<file path="config.mk">
export PLATFORM = sky130hd
export DESIGN_NAME = pll_reset_sequencer
export DESIGN_NICKNAME = d
export VERILOG_FILES = /design/src/rtl/pll_reset_sequencer.sv
export SDC_FILE = /design/constraint.sdc
export NUM_CORES = 1
export LEC_CHECK = 0
export BUFFER_PORTS_ARGS = -buffer_cell sky130_fd_sc_hd__buf_2
export CAP_MARGIN = 25
export CORE_MARGIN = 5
export CORE_UTILIZATION = 40
export CTS_CLUSTER_SIZE = 40
export DETAILED_ROUTE_END_ITERATION = 10
export GPL_TIMING_DRIVEN = 0
export PLACE_DENSITY_LB_ADDON = 0.08
export REMOVE_ABC_BUFFERS = 1
export SETUP_SLACK_MARGIN = 0.4
export SLEW_MARGIN = 20
export SYNTH_ARGS = -nofsm -noshare
export SYNTH_HDL_FRONTEND = slang
export SYNTH_SLANG_ARGS = --single-unit
</file>
<file path="constraint.sdc">
create_clock -name clock_in -period 3.3 [get_ports clock_in]
set_clock_uncertainty 0.1 [all_clocks]
set_input_delay 0.66 -clock clock_in [delete_from_list [all_inputs] [get_ports clock_in]]
set_output_delay 0.66 -clock clock_in [all_outputs]
set_load 0.05 [all_outputs]
</file>
<file path="src/rtl/pll_reset_sequencer.sv">
// Lock qualification and synchronous reset sequencing behind the system PLL.
// Optional feature macro: LOCK_LOSS_COUNT_EN builds the saturating lock-loss counter.
module pll_reset_sequencer #(
    parameter int SYNC_STAGES        = 2,
    parameter int LOCK_STABLE_CYCLES = 1024,
    parameter int RESET_HOLD_CYCLES  = 16,
    parameter int CNT_WIDTH          = 8
) (
    input  logic                 clock_in,
    input  logic                 reset,
    input  logic                 locked,
    output logic                 locked_sync,
    output logic                 sys_reset,
    output logic                 ready,
    output logic [CNT_WIDTH-1:0] lock_lost_count
);

    typedef enum logic [1:0] {
        WAIT_LOCK = 2'd0,
        QUALIFY   = 2'd1,
        HOLD      = 2'd2,
        RUN       = 2'd3
    } state_t;

    // The observation edge that moves us out of WAIT_LOCK is already the first
    // stable sample, so the stable window closes when cnt reaches LOCK_STABLE_CYCLES-1.
    localparam logic [19:0] QUAL_LAST  = 20'(LOCK_STABLE_CYCLES - 1);
    localparam logic [19:0] HOLD_LAST  = 20'(RESET_HOLD_CYCLES);
    localparam bit          QUAL_SHORT = (LOCK_STABLE_CYCLES == 1);

    logic [SYNC_STAGES-1:0] sync_r;
    logic                   locked_sync_s;
    state_t                 state_r;
    state_t                 state_next_s;
    logic [19:0]            cnt_r;
    logic [19:0]            cnt_next_s;
    logic                   sys_reset_r;
    logic                   ready_r;

    assign locked_sync_s = sync_r[SYNC_STAGES-1];
    assign locked_sync   = locked_sync_s;
    assign sys_reset     = sys_reset_r;
    assign ready         = ready_r;

    // Next-state and shared counter decode.
    always_comb begin
        state_next_s = state_r;
        cnt_next_s   = cnt_r;
        case (state_r)
            WAIT_LOCK: begin
                if (locked_sync_s) begin
                    state_next_s = QUAL_SHORT ? HOLD : QUALIFY;
                    cnt_next_s   = 20'd1;
                end else begin
                    cnt_next_s   = 20'd0;
                end
            end
            QUALIFY: begin
                if (!locked_sync_s) begin
                    state_next_s = WAIT_LOCK;
                    cnt_next_s   = 20'd0;
                end else if (cnt_r == QUAL_LAST) begin
                    state_next_s = HOLD;
                    cnt_next_s   = 20'd1;
                end else begin
                    cnt_next_s   = cnt_r + 20'd1;
                end
            end
            HOLD: begin
                if (!locked_sync_s) begin
                    state_next_s = WAIT_LOCK;
                    cnt_next_s   = 20'd0;
                end else if (cnt_r == HOLD_LAST) begin
                    state_next_s = RUN;
                end else begin
                    cnt_next_s   = cnt_r + 20'd1;
                end
            end
            RUN: begin
                if (!locked_sync_s) begin
                    state_next_s = WAIT_LOCK;
                    cnt_next_s   = 20'd0;
                end else begin
                    state_next_s = RUN;
                end
            end
            default: begin
                state_next_s = WAIT_LOCK;
                cnt_next_s   = 20'd0;
            end
        endcase
    end

    // Synchroniser, state, counter and outputs registered from the next state.
    always_ff @(posedge clock_in) begin
        if (reset) begin
            sync_r      <= '0;
            state_r     <= WAIT_LOCK;
            cnt_r       <= 20'd0;
            sys_reset_r <= 1'b1;
            ready_r     <= 1'b0;
        end else begin
            sync_r      <= {sync_r[SYNC_STAGES-2:0], locked};
            state_r     <= state_next_s;
            cnt_r       <= cnt_next_s;
            sys_reset_r <= (state_next_s != RUN);
            ready_r     <= (state_next_s == RUN);
        end
    end

`ifdef LOCK_LOSS_COUNT_EN
    logic                 lost_event_s;
    logic [CNT_WIDTH-1:0] lost_cnt_r;

    // Only a drop while running counts; qualification failures do not.
    assign lost_event_s = (state_r == RUN) && !locked_sync_s;

    // Saturating lock-loss counter.
    always_ff @(posedge clock_in) begin
        if (reset) begin
            lost_cnt_r <= '0;
        end else if (lost_event_s && (lost_cnt_r != {CNT_WIDTH{1'b1}})) begin
            lost_cnt_r <= lost_cnt_r + CNT_WIDTH'(1);
        end else begin
            lost_cnt_r <= lost_cnt_r;
        end
    end

    assign lock_lost_count = lost_cnt_r;
`else
    assign lock_lost_count = '0;
`endif

endmodule

</file>
Yosys cells after proc, flatten, opt, wreduce, memory -nomap -nowiden

Index checks and enable logic that the tools add are counted.

Flip-flop bits (word level): 26
Input bits: 3
Output and inout port bits: 11

$add $sub $neg: 1
Equality and inequality tests: 9
Multiplexer cells: 14
Reductions and logical operators: 2

Operator list:

| operator                                                          | count |
|---|---|
| 20-bit two-way mux                                                | 5 |
| 20-bit one-hot mux with 4 select lines                            | 1 |
| 20-bit by 1-bit adder with 20-bit output, second input constant   | 1 |
| 20-bit by 10-bit == test with 1-bit output, second input constant | 1 |
| 20-bit by 5-bit == test with 1-bit output, second input constant  | 1 |
| 2-bit two-way mux                                                 | 6 |
| 2-bit one-hot mux with 4 select lines                             | 1 |
| 2-bit == test, second input constant                              | 3 |
| 2-bit inequality test, second input constant                      | 2 |
| 3-bit inequality test, second input constant                      | 1 |
| 2-bit by 1-bit == test with 1-bit output, second input constant   | 1 |
| 2-bit zero test                                                   | 1 |
| 2-bit AND reduction                                               | 1 |
| 1-bit two-way mux                                                 | 1 |

Depth between registers and ports, before layout

Word-level depth: 5
Depth in mapped cells: 8
Gate-level depth less buffers: 8

Least setup slack after synthesis

Ideal clock, no wire load.

Path type: register -> register
From: reg sync_r[1]
To: reg cnt_r[19]
Setup time: 120 ps
Arrival: 1,779 ps
Data required time: 3,080 ps
Slack: 1,301 ps
Stages on the path, launching flop included: 6
Path buffers: 0
Clock period less this slack: 1,999 ps
Cells stage by stage: dfxtp_1 nand3_1 nor2b_2 o21ai_2 nor4_1 a211o_1

Longest elaborated chain between the ends: 2

Ends and longest elaborated chain:

| item                                                                          | RTL line | source |
|---|---|---|
| start, declared                                                               | 31       | `logic [SYNC_STAGES-1:0] sync_r;` |
| start signal, assigned                                                        | 103      | `sync_r <= {sync_r[SYNC_STAGES-2:0], locked};` |
| 20-bit two-way mux (tied with other cells)                                    | 70       | `if (!locked_sync_s) begin` |
| 20-bit one-hot mux with 4 select lines or 2-bit AND reduction (tied branches) | -        |  |
| end signal, assigned                                                          | 105      | `cnt_r <= cnt_next_s;` |
| end, declared                                                                 | 35       | `logic [19:0] cnt_r;` |

Several ways; a longest one is shown, not always the timed one.
A chain may end at the register's enable or synchronous reset.

Worst setup path after layout

From: reg cnt_r[1]
To: reg cnt_r[19]

Longest elaborated chain between the ends: 4

Ends and longest elaborated chain:

| item                                                                                                   | RTL line   | source |
|---|---|---|
| 20-bit by 1-bit adder with 20-bit output or 20-bit by 10-bit == test with 1-bit output (tied branches) | 66, 76, 62 |  |
| 20-bit two-way mux (on tied branches)                                                                  | 73, 62     |  |
| 20-bit two-way mux (on tied branches)                                                                  | 70, 59     |  |
| 20-bit one-hot mux with 4 select lines                                                                 | 49         | `case (state_r)` |

Several ways; a longest one is shown, not always the timed one. The select of a mux whose other input is x is not followed.

==> impl_results.md <==
* P_int at 0.000402 W
* Net Sw Power at 0.000130 W
* Final design utilization at 42.8%
* Outcome: completed
* Core area at 3660 sq um
* # hold bufs at CTS at 0
* Synthesized flop and latch total at 26
* Pins Over Slew Limit at 0
* Max-slew headroom at 56.4%
* Wirelength, routed at 3130 um
* Post-Route Hold Slack at 0.348 ns
* Routed vias/inst at 5.47
* Post-CTS setup buffer count at 0
* Synth-to-Final Area Change at 4.42%
* Synth top area share at 34.7%
* Critical Path RT at 3.37 ns
* Vias in the first global route at 1122
* Final Setup Violations at 0
* Most frequent cells in the layout: 26 x dfxtp_1, 17 x nor2_1, 8 x nand2_1, 8 x conb_1
* Sw Share at 24.4%
* Post-DP Area at 1530 sq um
* Synth warn at 0
* Clk sink count at 26
* Residual DRC count at 0
* Post-route setup slack at 1.16 ns
* Pre-CTS setup slack at 1.15 ns
* Number of enable flip-flop cells after synthesis at 0
* Clk buf depth at 2
* Die Ht at 71.3 um
* Combinational power share at 6.1%
* CTS H-tree lvls at 1
* Hold Violations, Final at 0
* Leak at 0.517 nW
* Area of all placed cells without fillers at 1570 sq um
* Fmax at 0.467 GHz
* Antenna violations before repair at 0
* Global Route Usage Sum at 13.0%
* Hold Crit Class: register to register
* Avg Inst Size Synth at 9.38 sq um
* Routed wire length per instance at 14.7 um
* Vias at 1160
* Critical Path End Type: register
* Hpwl dp at 2350 um
* Fin Setup TNS at 0 ns
* FFs w/ async S/R, synth at 0%
* Final period utilization at 64.8%
* Die X at 71.3 um
* TritonCTS Buffers at 3
* Starting Density at 41.0%
* Final nets at 171
* Grt total ovfl at 0
* Post-Syn Area at 1500 sq um
* Clock power share at 34.3%
* Iter 0 DRT Violations at 56
* Most common cell after layout, fill and taps aside: dfxtp_1
* Post-synth top area cell: dfxtp_1
* Sequential cell area fraction in the yosys report at 34.7%
* Cell count after synthesis at 160
* Detail Route Antenna Nets at 0
* Top FF cell, synth: dfxtp_1
* First-pass GRT wire length at 5300 um
* Site Rows at 22
* RD Place Congestion at 0.777
* Crit Path Max Fanout at 8
* Max Cap Viol at 0
* Top cells by area, synth: dfxtp_1 35%, buf_4 4.5%, nor2_1 4.3%, xor2_1 4.1%, nor4_4 2.8%
* Resized Gates After CTS at 0
* Worst-skew pair later-pin latency at 0.27 ns
* Reg clk slew, reported paths at 0.09 ns
* Min Tclk post-route at 2.14 ns
* CTS tree: built
* Worst slew pin tran at 0.653 ns
* RSZ-0062 raised after global routing: false
* Share of layout cells above drive strength 1 at 15.9%
* Flop pwr share at 59.6%
* Power per Cell Area at 339 nW/um^2
* Critical Path Source Type: register
* CTS Root Cell: clkbuf_8
* Die area at 5080 sq um
* 1st-pass router iterations at 4
* Worst EP arrival at 2.21 ns
* Filler cells at 391
* Largest net degree at the start of global routing at 15
* Worst vdd ir at 0.000111 V
* Synth cell types at 52
* Io pins at 14
* Port Buf Inserts at 5
* N_diodes at 0
* Critical path type: register to register
==> metrics by stage <==
stage,power (W),instances
after global routing,0.000554,212
after global placement,0.000356,209
after detailed placement,0.000356,209
final,0.000531,212
after floorplan,0.000351,156
after CTS,0.000535,212
==> flip-flops by register name, indices dropped and copies added (netlist names) <==
signal	count
cnt_r	20
ready	1
sync_r	2
state_r	2
sys_reset	1
==> final timing paths <==
check | from | to | slack [ns] | cells after the start
max | cnt_r[1]$_SDFFE_PP0P_ | cnt_r[19]$_SDFFE_PP0P_ | 1.16 | 6
min | sync_r[0]$_SDFF_PP0_ | sync_r[1]$_SDFF_PP0_ | 0.35 | 1
max reg2reg | cnt_r[1]$_SDFFE_PP0P_ | cnt_r[19]$_SDFFE_PP0P_ | 1.16 | 6
min reg2reg | sync_r[0]$_SDFF_PP0_ | sync_r[1]$_SDFF_PP0_ | 0.35 | 1
==> layout make-up <==
type | instances | area [sq um] | area share, %
multi-input combinational | 125 | 902 | 57.5
sequential | 26 | 520 | 33.2
tap | 48 | 60.1 | 3.83
clock buffer | 3 | 41.3 | 2.63
timing repair buffer | 5 | 25.0 | 1.60
inverter | 5 | 18.8 | 1.20
==> worst max-delay path, cell delays in order (launching register included) <==
cell,delay (ns)
dfxtp_1,0.39
ha_1,0.23
and2_1,0.23
nand3_4,0.12
o41ai_4,0.58
nor4_1,0.11
a211o_1,0.27
==> routing by layer <==
layer	GRT usage [%]	up-vias	share of wire [%]
li1	-	583	-
met1	17.4	559	49
met2	21.1	13	48
met3	2.24	5	2.3
met4	4.59	0	1.3
met5	0	-	0
==> logic make-up after synthesis <==
logic type / after synthesis / synth area share [%]
and+or+nand+nor: 75 / 33.6
AOI/OAI and AO/OA: 29 / 15.9
DFF: 26 / 34.7
buffers and inverters: 16 / 7.00
xor gates and xnor gates: 11 / 6.92
adders and majority gates: 2 / 1.67
other: 1 / 0.250
==> synthesized netlist by cell type (all sizes together) (2+ instances only) <==
cell type,number
nand3,8
nor3,2
nor4,5
ha,2
a21oi,7
nor4b,3
nand4,6
nand2,8
nor2b,3
nor2,18
o32ai,3
dfxtp,26
a31oi,2
a21o,2
inv,5
o21ai,5
or3,3
and3,6
buf,10
o2111ai,2
xnor2,3
o211ai,3
and2,2
xor2,8
and4,3
==> power by group through the flow <==
stage / Sequential (W) / Clock (W) / Combinational, W
6_report: 0.000317 / 0.000182 / 0.0000323
5_1_grt: 0.000317 / 0.000203 / 0.0000340
4_1_cts: 0.000317 / 0.000186 / 0.0000322
3_5_place_dp: 0.000324 / 0 / 0.0000322
3_3_place_gp: 0.000324 / 0 / 0.0000319
2_1_floorplan: 0.000325 / 0 / 0.0000256
Note: power is estimated with default switching activity, not from simulation.
